===== src/rtl/uart_pkg.sv =====
// Shared types and constants for the 16x-oversampled UART receive path.
package uart_pkg;

    typedef enum logic [1:0] {IDLE, START, DATA, STOP} uart_rx_state_t;

    localparam int OVS       = 16;
    localparam int MID_TICK  = 7;
    localparam int LAST_TICK = 15;

    // Tick counter must hold both LAST_TICK and SB_TICK-1.
    function automatic int tick_width(input int sb_tick);
        return ($clog2(sb_tick) > $clog2(OVS)) ? $clog2(sb_tick) : $clog2(OVS);
    endfunction

endpackage


===== src/rtl/uart_receiver_if.sv =====
// Serial-side inputs and word-side outputs of the UART receiver.
interface uart_receiver_if;

    logic       s_tick;
    logic       rx;
    logic [7:0] dout;
    logic       rx_done_tick;
    logic       frame_err;

    modport master (
        output s_tick,
        output rx,
        input  dout,
        input  rx_done_tick,
        input  frame_err
    );

    modport slave (
        input  s_tick,
        input  rx,
        output dout,
        output rx_done_tick,
        output frame_err
    );

endinterface


===== src/rtl/uart_receiver_sync_2ff.sv =====
// Two-flop synchronizer for a single asynchronous input; reset value selectable.
module sync_2ff #(
    parameter logic RESET_VAL = 1'b1
) (
    input  logic clk,
    input  logic reset,
    input  logic d_i,
    output logic q_o
);

    logic meta_q;
    logic sync_q;

    always_ff @(posedge clk or posedge reset) begin
        if (reset) begin
            meta_q <= RESET_VAL;
            sync_q <= RESET_VAL;
        end else begin
            meta_q <= d_i;
            sync_q <= meta_q;
        end
    end

    assign q_o = sync_q;

endmodule


===== src/rtl/uart_receiver.sv =====
// UART receiver: 16x oversampling, start/data/stop framing, registered word,
// done pulse and framing-error flag.
module uart_receiver
    import uart_pkg::*;
#(
    parameter int DBIT    = 8,
    parameter int SB_TICK = 16
) (
    input  logic            clk,
    input  logic            reset,
    uart_receiver_if.slave  rx_bus
);

    localparam int SW = tick_width(SB_TICK);

    localparam logic [SW-1:0] S_ONE  = SW'(1);
    localparam logic [SW-1:0] S_MID  = SW'(MID_TICK);
    localparam logic [SW-1:0] S_LAST = SW'(LAST_TICK);
    localparam logic [SW-1:0] S_STOP = SW'(SB_TICK - 1);
    localparam logic [2:0]    N_LAST = 3'(DBIT - 1);

    logic           rx_s;
    uart_rx_state_t state_q;
    logic [SW-1:0]  s_q;
    logic [2:0]     n_q;
    logic [7:0]     b_q;
    logic [7:0]     dout_q;
    logic           done_q;
    logic           ferr_q;

    sync_2ff #(
        .RESET_VAL (1'b1)
    ) u_rx_sync (
        .clk   (clk),
        .reset (reset),
        .d_i   (rx_bus.rx),
        .q_o   (rx_s)
    );

    always_ff @(posedge clk or posedge reset) begin
        if (reset) begin
            state_q <= IDLE;
            s_q     <= '0;
            n_q     <= '0;
            b_q     <= '0;
            dout_q  <= '0;
            done_q  <= 1'b0;
            ferr_q  <= 1'b0;
        end else begin
            done_q <= 1'b0;
            unique case (state_q)
                // Leaving idle does not wait for a tick, so a falling edge right
                // after a stop bit is caught on the very next clock.
                IDLE: begin
                    if (!rx_s) begin
                        state_q <= START;
                        s_q     <= '0;
                    end
                end
                START: begin
                    if (rx_bus.s_tick) begin
                        if (s_q == S_MID) begin
                            if (!rx_s) begin
                                state_q <= DATA;
                                s_q     <= '0;
                                n_q     <= '0;
                            end else begin
                                state_q <= IDLE;
                            end
                        end else begin
                            s_q <= s_q + S_ONE;
                        end
                    end
                end
                DATA: begin
                    if (rx_bus.s_tick) begin
                        if (s_q == S_LAST) begin
                            s_q <= '0;
                            b_q <= {rx_s, b_q[7:1]};
                            if (n_q == N_LAST) begin
                                state_q <= STOP;
                            end else begin
                                n_q <= n_q + 3'd1;
                            end
                        end else begin
                            s_q <= s_q + S_ONE;
                        end
                    end
                end
                STOP: begin
                    if (rx_bus.s_tick) begin
                        if (s_q == S_STOP) begin
                            // Short words arrive MSB-aligned in b_q; shift them down.
                            ferr_q  <= ~rx_s;
                            dout_q  <= b_q >> (8 - DBIT);
                            done_q  <= 1'b1;
                            state_q <= IDLE;
                        end else begin
                            s_q <= s_q + S_ONE;
                        end
                    end
                end
                default: state_q <= IDLE;
            endcase
        end
    end

    assign rx_bus.dout         = dout_q;
    assign rx_bus.rx_done_tick = done_q;
    assign rx_bus.frame_err    = ferr_q;

endmodule


===== src/flat_wrapper.sv =====
// flat-port wrapper written by rule: the top's interface ports become plain ports
module uart_receiver_flat import uart_pkg::*;
#(
    parameter int DBIT    = 8,
    parameter int SB_TICK = 16
)
  (clk, reset, rx_bus_s_tick, rx_bus_rx, rx_bus_dout, rx_bus_rx_done_tick, rx_bus_frame_err);
  uart_receiver_if rx_bus_i ();
  input  logic clk;
  input  logic reset;
  input wire logic [$bits(rx_bus_i.s_tick)-1:0] rx_bus_s_tick;
  input wire logic [$bits(rx_bus_i.rx)-1:0] rx_bus_rx;
  output wire logic [$bits(rx_bus_i.dout)-1:0] rx_bus_dout;
  output wire logic [$bits(rx_bus_i.rx_done_tick)-1:0] rx_bus_rx_done_tick;
  output wire logic [$bits(rx_bus_i.frame_err)-1:0] rx_bus_frame_err;
  assign rx_bus_i.s_tick = rx_bus_s_tick;
  assign rx_bus_i.rx = rx_bus_rx;
  assign rx_bus_dout = rx_bus_i.dout;
  assign rx_bus_rx_done_tick = rx_bus_i.rx_done_tick;
  assign rx_bus_frame_err = rx_bus_i.frame_err;
  uart_receiver #(.DBIT(DBIT), .SB_TICK(SB_TICK)) u_core (.clk(clk), .reset(reset), .rx_bus(rx_bus_i));
endmodule

===== config.mk =====
export PLATFORM = sky130hd
export DESIGN_NAME = uart_receiver_flat
export DESIGN_NICKNAME = d
export VERILOG_FILES = /design/src/rtl/uart_pkg.sv /design/src/rtl/uart_receiver_if.sv /design/src/rtl/uart_receiver_sync_2ff.sv /design/src/rtl/uart_receiver.sv /design/src/flat_wrapper.sv
export SDC_FILE = /design/constraint.sdc
export NUM_CORES = 1
export LEC_CHECK = 0
export ABC_AREA = 0
export BUFFER_PORTS_ARGS = -buffer_cell sky130_fd_sc_hd__buf_2
export CORE_ASPECT_RATIO = 1.2
export CORE_UTILIZATION = 33
export CTS_CLUSTER_DIAMETER = 150
export DETAILED_ROUTE_END_ITERATION = 7
export GPL_TIMING_DRIVEN = 0
export PLACE_DENSITY = 0.57
export SLEW_MARGIN = 30
export SYNTH_ARGS = -nofsm -noshare
export SYNTH_HDL_FRONTEND = slang
export SYNTH_SLANG_ARGS = --single-unit

===== constraint.sdc =====
create_clock -name clk -period 4.52 [get_ports clk]
set_input_delay 0.904 -clock clk [delete_from_list [all_inputs] [get_ports clk]]
set_output_delay 0.904 -clock clk [all_outputs]
set_load 0.01 [all_outputs]

==> summary.txt, run 1 <==
Run status
  • Outcome: finished clean

Placement
  • Port Buffers: 13
  • RePlAce Congestion: 0.765
  • Final HPWL DP: 1450 um

Detailed routing
  • Remaining DRCs: 0
  • Final WL: 2070 um
  • Via count: 860
  • Pre-antenna DRT Iters: 4
  • Drt initial violations: 19
  • Drt wl/cell: 11.6 um
  • Final ANT Viol Nets: 0
  • Vias/cell: around 4.8

STA
  • Slew @ Worst Pin: about 600 ps
  • Final hold vios: 0
  • Post-route minimum period: 1850 ps
  • Clock Skew: about 5.9 ps
  • Final period utilization: 41.0%
  • Relative slew slack: between 50% and 60%
  • Fmax: 539 MHz
  • Final slew viol count: 0
  • TNS Setup: 0 ps
  • Endpoints failing setup: 0
  • RSZ-0062 raised after global routing: false

Finish
  • Commonest cells after routing, fill and taps aside: dfrtp_1, buf_2, mux2_2
  • Layout net count: 133
  • Share of cells above drive strength 1: between 30% and 40%
  • Area occupied by multi-input gates: 541 sq um
  • FF+latch area: 728 sq um
  • Fill cells: 364
  • P&R area growth vs syn: 17.4%
  • Core Util, Final: 41.7%
  • Number of diodes: 0
  • Commonest non-fill, non-tap cell in the layout: dfrtp_1

Floorplanning
  • Die Width: 60.0 um
  • Die area: approximately 4300 sq um
  • Starting Density: 35.5%
  • I/O pin count: 14
  • Die span in y: roughly 72 um
  • # rows: 24
  • Core ar.: 3750 sq um

Logic synthesis
  • Yosys warns: 0
  • Post-synth EDFFs: 0
  • Post-Syn Area: 1330 sq um
  • Async set-or-reset flop fraction in the synthesized netlist: 100%
  • Fraction of the yosys area taken by sequential cells: 54.6%
  • Gate Count Post-Synth: between 100 and 150
  • Syn Area/Cell: 12.6 sq um
  • Distinct cells, synth: 33
  • Primary FF master, synth: dfrtp_1
  • Syn_nets: 113
  • Synthesized flop and latch total: 29

Clock tree
  • Clock-pin slew on the worst setup and hold paths: 60 ps
  • CTS Root Cell: clkbuf_8
  • CTS tree: built
  • CTS Buffer Depth: 2
  • Clock Latency Late Sink: 280 ps
  • Post-CTS Setup Repair Bufs: 0
  • CTS Sinks: 29
  • H-tree depth: 2
  • Hold bufs inserted after CTS: 0
  • Post-cts repair resize count: 0
  • CTS Buf Count: 5

Global routing
  • Global-route wire length before repair: 3730 um
  • Initial antenna violation count: 0
  • GRT Overall Usage: 12.0%
  • GRT overflow: 0
  • Vias in the first global route: 841
  • Largest net degree at the start of global routing: 30

Worst setup path
  • Worst-path fanout max: 8
  • CP top delay family: simple AND/OR/NAND/NOR gates
  • CP Capture Type: register
  • Data arrival, critical path: about 2000 ps
  • CP Data Required Time: 4680 ps
  • Crit Path Category: input port to register
  • Critical path launch point type: input port
  • CP max stage delay: 510 ps
  • Worst-path cell chain: buf_2 -> inv_1 -> nor3_2 -> mux2_2
  • Worst path slowest cell: nor3_2
  • CP bufs+invs: 2

Power and ir drop
  • Sw Ratio: a little under a third
  • Sequential Power Share: 42.2%
  • VDD IR max: around 0.20 mV
  • Clock power share: 29.7%
  • Logic gate share of total power: 28.1%
  • Psw: 0.244 mW
  • Internal: 0.537 mW
  • P_leak: 0.813 nW
  • P per Cell Area: 500 nW/um^2

Min path
  • Worst min path class: register to register

Flow run
  • Max-cap violations: 0
[cell usage after synthesis (2+ instances only)]
| master | count | area (sq um) |
|---|---|---|
| dfrtp_1 | 27 | 676 |
| mux2_2 | 10 | 113 |
| inv_1 | 8 | 30.0 |
| mux2_4 | 7 | 105 |
| o21ai_0 | 6 | 30.0 |
| nand2_1 | 5 | 18.8 |
| nor2_1 | 5 | 18.8 |
| a31oi_1 | 3 | 18.8 |
| ha_1 | 3 | 37.5 |
| nand3_1 | 3 | 15.0 |
| a22o_1 | 2 | 17.5 |
| buf_2 | 2 | 10.0 |
| dfstp_2 | 2 | 52.6 |
| mux2i_1 | 2 | 20.0 |
| nor3_1 | 2 | 10.0 |
| nor3b_1 | 2 | 15.0 |
[logic make-up (layout without fill, tap and decap cells)]
| kind of cell | after synthesis | after routing | synth area share, % |
|---|---|---|---|
| XOR/XNOR | 1 | 1 | 0.657 |
| multiplexers | 19 | 19 | 17.8 |
| buffers and inverters | 13 | 34 | 4.79 |
| AO/OA/AOI/OAI | 19 | 19 | 9.86 |
| adder cells (fa/ha/maj) | 3 | 3 | 2.82 |
| flip-flops | 29 | 29 | 54.6 |
| AND/OR/NAND/NOR | 22 | 22 | 9.39 |
[sequential cells by signal, summed over array words and instances (netlist names), named ones only]
name and flops:
u_core.state_q 1, u_core.u_rx_sync.meta_q 1, u_core.rx_bus.rx_done_tick 1, u_core.b_q 8, u_core.rx_bus.frame_err 1, u_core.rx_bus.dout 8, u_core.s_q 4, u_core.n_q 3
u_core.u_rx_sync.q_o 1
[worst paths after layout]
path	start	endpoint	slack (ps)	depth (start not counted)
worst min register to register	u_core.u_rx_sync.meta_q	u_core.u_rx_sync.q_o	360	0
worst max-delay path	rx_bus_s_tick	u_core.b_q[7]	2670	4
worst max register to register	u_core.s_q[0]	u_core.b_q[7]	2700	4
worst min-delay path	u_core.u_rx_sync.meta_q	u_core.u_rx_sync.q_o	360	0
min in group asynchronous	reset	u_core.b_q[2]	690	2
max in group asynchronous	reset	u_core.b_q[6]	3430	2
[metrics by stage]
step / setup slack, ps / instance area, sq um / hold slack (ps) / std cells / total power, mW
after global placement: 2360 / 1460 / 346 / 171 / 0.549
final: 2670 / 1560 / 356 / 179 / 0.781
after global routing: 2520 / 1560 / 363 / 179 / 0.844
after CTS: 2660 / 1560 / 356 / 179 / 0.793
after floorplan: 2640 / 1330 / 345 / 106 / 0.509
after detailed placement: 2360 / 1460 / 347 / 171 / 0.555
[layout make-up]
class / count / share of cell area [%]
buffer: 5 / 2.16
clock buffer: 7 / 6.16
clock inverter: 1 / 0.320
inverter: 8 / 1.92
multi-input combinational: 64 / 34.6
sequential: 29 / 46.6
tap: 52 / 4.16
timing repair buffer: 13 / 4.16
[power groups by stage]
stage,logic [mW],registers (mW),clock network [mW]
2_1_floorplan,0.177,0.332,0
3_3_place_gp,0.216,0.333,0
3_5_place_dp,0.220,0.335,0
4_1_cts,0.221,0.330,0.242
5_1_grt,0.253,0.337,0.254
6_report,0.219,0.330,0.232
[per-layer routing]
metal | part of all wire, % | global-route usage, %
met1 | 45 | 14.0
met2 | 47 | 18.1
met3 | 4.9 | 5.60
met4 | 2.7 | 6.20
met5 | 0 | 0
Note: power is estimated with default switching activity, not from simulation.
==> run 2: changes to the inputs <==
PLACE_DENSITY = 0.59   (was 0.57)
clock period = 1.6 ns   (was 4.52 ns; I/O delays follow)
==> run 2 against run 1 <==
  * Count of clock-buffer cells in the layout shrank 1
  * Final cell count is 2.2% higher
  * Die area unchanged
  * Critical path type is now register to register
  * Clock power grew to 3.4 times the previous value
  * Flip-flop and latch count unchanged
  * Non-clock buffer count grew 4
  * Worst setup slack got worse by 2700 ps
  * Critical endpoint is now u_core.rx_bus.dout[0]
  * Register-to-register slack lost 2700 ps
  * Core utilization rose by 2.7 points
  * Global-route usage decreased by 0.12 points
  * Combinational power grew to 3.7 times the previous value
  * Via count up 2.2%
==> summary.txt, run 2 (synthesis results as in run 1) <==
Run status
  • Outcome: finished clean

Clock tree
  • Hold bufs inserted after CTS: 0
  • CTS Sinks: 29
  • CTS Buffer Depth: 2
  • H-tree depth: 2
  • Clock-pin slew on the worst setup and hold paths: 60 ps
  • CTS Buf Count: 5
  • CTS Root Cell: clkbuf_8
  • Clock Latency Late Sink: 280 ps
  • CTS tree: built

STA
  • Fmax: 629 MHz
  • Hold WS: 104 ps
  • Slew @ Worst Pin: between 500 and 600 ps
  • Post-route minimum period: ~1600 ps
  • RSZ-0062 raised after global routing: true
  • Final worst slack: between 10 and 15 ps
  • Endpoints failing setup: 0
  • TNS Setup: 0 ps
  • Clock Skew: 4.80 ps
  • Final slew viol count: 0
  • Relative slew slack: 60.5%
  • Final period utilization: between 90% and 100%
  • Final hold vios: 0

Power and ir drop
  • P_leak: 0.836 nW
  • P per Cell Area: between 1500 and 2000 nW/um^2
  • VDD IR max: 0.715 mV
  • Pwr Total: 2.55 mW

Worst setup path
  • Critical path launch point type: register
  • CP Capture Type: register
  • R2R Setup Slk: 10 ps
  • Crit Path Category: register to register
  • RR Endpoint: u_core.rx_bus.dout[0]
  • Worst-path fanout max: 11
  • CP Data Required Time: approximately 1800 ps
  • Worst flop-to-flop path startpoint: u_core.s_q[0]
  • Data arrival, critical path: 1750 ps
  • Reg2Reg Depth: 4

Floorplanning
  • Die area: between 4000 and 5000 sq um
  • I/O pin count: 14
  • # rows: 24
  • Core ar.: 3750 sq um
  • Die span in y: 71.6 um
  • Starting Density: 35.5%
  • Die Width: 60.0 um

Placement
  • Placed Cells: 171
  • RePlAce Congestion: 0.829
  • Port Buffers: 13
  • Dpl ws: -139 ps
  • Post-DP Area: about 1500 sq um
  • Final HPWL DP: 1480 um

Detailed routing
  • Via count: 879
  • Pre-antenna DRT Iters: 4
  • Final ANT Viol Nets: 0
  • Remaining DRCs: 0
  • Drt initial violations: slightly above 40
  • Drt wl/cell: approximately 12 um
  • Final WL: 2170 um
  • Vias/cell: 4.80

Finish
  • Layout net count: 137
  • Number of diodes: 0
  • Core Util, Final: 44.3%
  • Share of cells above drive strength 1: 43.5%
  • Post-Layout Cell Count: 183
  • Commonest non-fill, non-tap cell in the layout: dfrtp_1
  • P&R area growth vs syn: 24.9%
  • Final instance area: 1660 sq um
  • Commonest cells after routing, fill and taps aside: dfrtp_1, buf_2, mux2_2, inv_1, mux2_4

Min path
  • Worst min path class: input port to async pin

Global routing
  • Largest net degree at the start of global routing: 30
  • Initial antenna violation count: 0
  • GRT overflow: 0
  • Global-route wire length before repair: roughly 3800 um
  • Vias in the first global route: 862
  • GRT Overall Usage: 11.9%

Flow run
  • Max-cap violations: 0
[run 2: timing repair]
item,CTS,global route
gates cloned,0,0
endpoints found under the setup margin,16,9
buffers inserted,3,2
resized for setup,4,4
endpoints found under the hold margin,0,0
pin swaps,1,2
[run 2: worst max-delay path: stages (launching register included)]
cell and delay, ps:
dfrtp_1 400, ha_4 170, nand4_4 120, or3_4 450
mux2_4 320
[run 2: worst max-delay path by stage]
stage | start | endpoint | depth (start not counted)
6_report | u_core.s_q[0] | u_core.rx_bus.dout[0] | 4
5_1_grt | u_core.s_q[0] | u_core.rx_bus.dout[1] | 4
4_1_cts | register | u_core.s_q[3] | 5
3_5_place_dp | u_core.s_q[1] | u_core.b_q[7] | 4
3_3_place_gp | u_core.s_q[1] | u_core.b_q[0] | 4
2_1_floorplan | u_core.s_q[1] | u_core.rx_bus.dout[0] | 5
[run 2: metal layers]
metal  vias up  GRT usage (%)  wire (um)
met1       427           14.7       1010
met4         0           6.98         51
met3         7           3.25         81
li1        422              -          -
met5         -              0          0
met2        23           18.3       1020
[run 2: power breakdown]
part           switching, mW  leakage [nW]  internal (mW)
sequential            0.0879         0.369          0.857
combinational          0.422         0.410          0.397
clock                  0.279        0.0574          0.506
total                  0.788         0.836           1.76
[run 2: area by class of cell]
class,instances,area [sq um]
sequential,29,728
clock buffer,6,82.6
clock inverter,2,37.5
fill,340,2090
inverter,8,30.0
timing repair buffer,18,103
buffer,4,25.0
multi-input combinational,64,593
tap,52,65.1
==> run 3: changes to the inputs <==
CORE_MARGIN = 2   (was default)
HOLD_SLACK_MARGIN = 0.12   (was default)
==> run 3 against run 2 <==
  * Wire length is 7.6% higher
  * Combinational power is 7.5% lower
  * Critical path type unchanged
  * Design area is 1.3% higher
  * Worst setup slack better by 28 ps
  * Flip-flop and latch count stayed put
  * Count of clock-buffer cells in the layout is 1 lower
  * Sequential share of layout area is 0.55 points lower
  * Largest cell class unchanged
  * Critical path depth stayed put
  * Hold slack better by 8.6 ps
  * Global-route usage is 0.36 points lower
  * Clock skew is 0.69 ps higher
  * First-iteration DRC count is 4.9% higher
  * Largest power group unchanged
==> summary.txt, run 3 (synthesis results as in run 1) <==
Floorplanning
  • # rows: 25
  • Core ar.: 3910 sq um
  • Die Width: 62.0 um
  • Starting Density: 34.1%
  • Die span in y: 73.6 um
  • Die area: 4560 sq um
  • I/O pin count: 14

Power and ir drop
  • Clock power share: 34.6%
  • Internal: ~1.8 mW
  • Sw Ratio: 29.9%
  • Sequential Power Share: 36.3%
  • Psw: 0.777 mW
  • P_leak: 0.845 nW
  • VDD IR max: 0.675 mV
  • Logic gate share of total power: 29.1%
  • P per Cell Area: between 1500 and 2000 nW/um^2

Global routing
  • Initial antenna violation count: 0
  • GRT overflow: 0
  • Largest net degree at the start of global routing: 30
  • Global-route wire length before repair: 3650 um
  • GRT Overall Usage: a little under an eighth
  • Vias in the first global route: 809

Clock tree
  • Clock Latency Late Sink: 280 ps
  • CTS tree: built
  • CTS Buf Count: 5
  • H-tree depth: 2
  • CTS Root Cell: clkbuf_8
  • Clock-pin slew on the worst setup and hold paths: 70 ps
  • Hold bufs inserted after CTS: 0
  • CTS Buffer Depth: 2
  • CTS Sinks: 29

Placement
  • RePlAce Congestion: 0.750
  • Placed Cells: between 150 and 200
  • Post-DP Area: 1480 sq um
  • Dpl ws: -168 ps
  • Port Buffers: 13
  • Final HPWL DP: 1530 um

STA
  • Post-route minimum period: 1560 ps
  • Endpoints failing setup: 0
  • Hold WS: 113 ps
  • Relative slew slack: 59.0%
  • Final worst slack: 39.1 ps
  • RSZ-0062 raised after global routing: true
  • Clock Skew: about 5.5 ps
  • Final hold vios: 0
  • Final period utilization: 97.6%
  • Final slew viol count: 0
  • Fmax: 641 MHz
  • Slew @ Worst Pin: 615 ps

Finish
  • Post-Layout Cell Count: about 190
  • Fill cells: ~370
  • Area occupied by multi-input gates: slightly below 600 sq um
  • Number of diodes: 0
  • Core Util, Final: 43.1%
  • Share of cells above drive strength 1: 44.3%
  • Commonest non-fill, non-tap cell in the layout: dfrtp_1
  • Final instance area: roughly 1700 sq um
  • P&R area growth vs syn: 26.5%
  • Commonest cells after routing, fill and taps aside: dfrtp_1, buf_2, mux2_2, inv_1, mux2_4
  • FF+latch area: approximately 730 sq um
  • Layout net count: approximately 140

Detailed routing
  • Vias/cell: slightly below 5
  • Met1 wire length: 977 um
  • WL met2: 1210 um
  • Drt initial violations: 43
  • Pre-antenna DRT Iters: 4
  • Via count: 890
  • Final ANT Viol Nets: 0
  • Final WL: 2330 um
  • Remaining DRCs: 0
  • Top routing layer in use: met4
  • Drt wl/cell: between 10 and 15 um
  • Met3 wire length: 115 um

Worst setup path
  • CP Capture Type: register
  • CP max stage delay: 430 ps
  • Worst-path cell chain: ha_4 -> nand4_4 -> or3_4 -> mux2_4
  • RR Endpoint: u_core.rx_bus.dout[0]
  • Critical Path Source: u_core.s_q[0]
  • Reg2Reg Depth: 4
  • Worst flop-to-flop path startpoint: u_core.s_q[0]
  • Data arrival, critical path: 1720 ps
  • Critical path launch point type: register
  • Crit Path Category: register to register
  • R2R Setup Slk: 40 ps
  • Worst-path fanout max: 6
  • Worst path slowest cell: or3_4
  • CP endpoint: u_core.rx_bus.dout[0]
  • CP Data Required Time: about 1800 ps

Flow run
  • Max-cap violations: 0

Run status
  • Outcome: finished clean

Min path
  • Worst min path class: input port to async pin
## run 3: layer usage
| layer | up-vias | GRT usage, % |
|---|---|---|
| met4 | 0 | 7.09 |
| met2 | 27 | 17.7 |
| met5 | - | 0 |
| met3 | 2 | 5.28 |
| met1 | 435 | 12.6 |
| li1 | 426 | - |
## run 3: worst min path at each step
stage                            start                      end  slack (ps)
2_1_floorplan                rx_bus_rx  u_core.u_rx_sync.meta_q         320
3_3_place_gp   u_core.u_rx_sync.meta_q     u_core.u_rx_sync.q_o         350
3_5_place_dp   u_core.u_rx_sync.meta_q     u_core.u_rx_sync.q_o         350
4_1_cts                      rx_bus_rx  u_core.u_rx_sync.meta_q         120
5_1_grt                      rx_bus_rx  u_core.u_rx_sync.meta_q         120
6_report                         reset            u_core.b_q[2]         110
## run 3: stage by stage
stage | setup TNS [ps] | power (mW)
after CTS | -23.4 | 2.59
final | 0 | 2.60
after global routing | -154 | 2.77
after floorplan | 0 | 1.47
after detailed placement | -1840 | 1.61
after global placement | -1540 | 1.58
## run 3: power groups by stage
stage	Combinational, mW	Sequential (mW)	Clock, mW
CTS	0.723	0.945	0.922
floorplan	0.517	0.948	0
detailed placement	0.652	0.960	0
global route	0.848	0.957	0.960
finish	0.757	0.944	0.900
global placement	0.625	0.952	0
## run 3: repair_timing
item                       4_1_cts  5_1_grt
pin swaps                        1        2
buffers inserted                 3        1
resized for setup                2        6
setup endpoints to repair       15       19
cloned                           0        1
## run 3: cell type report
class                   count  share of cell area, %
flip-flops and latches     29                   43.2
multi-input cells          65                   35.3
repair buffers             17                   6.38
well taps                  54                   4.01
clock inverters             3                   3.86
clock buffers               5                   4.08
inverters                   8                   1.78
plain buffers               4                   1.34
## run 3: worst max-delay path, delay by kind of cell (launching register included)
kind	cells	cell delay (ps)
flip-flops	1	400
adder cells (fa/ha/maj)	1	170
AND/OR/NAND/NOR	2	570
multiplexers	1	310
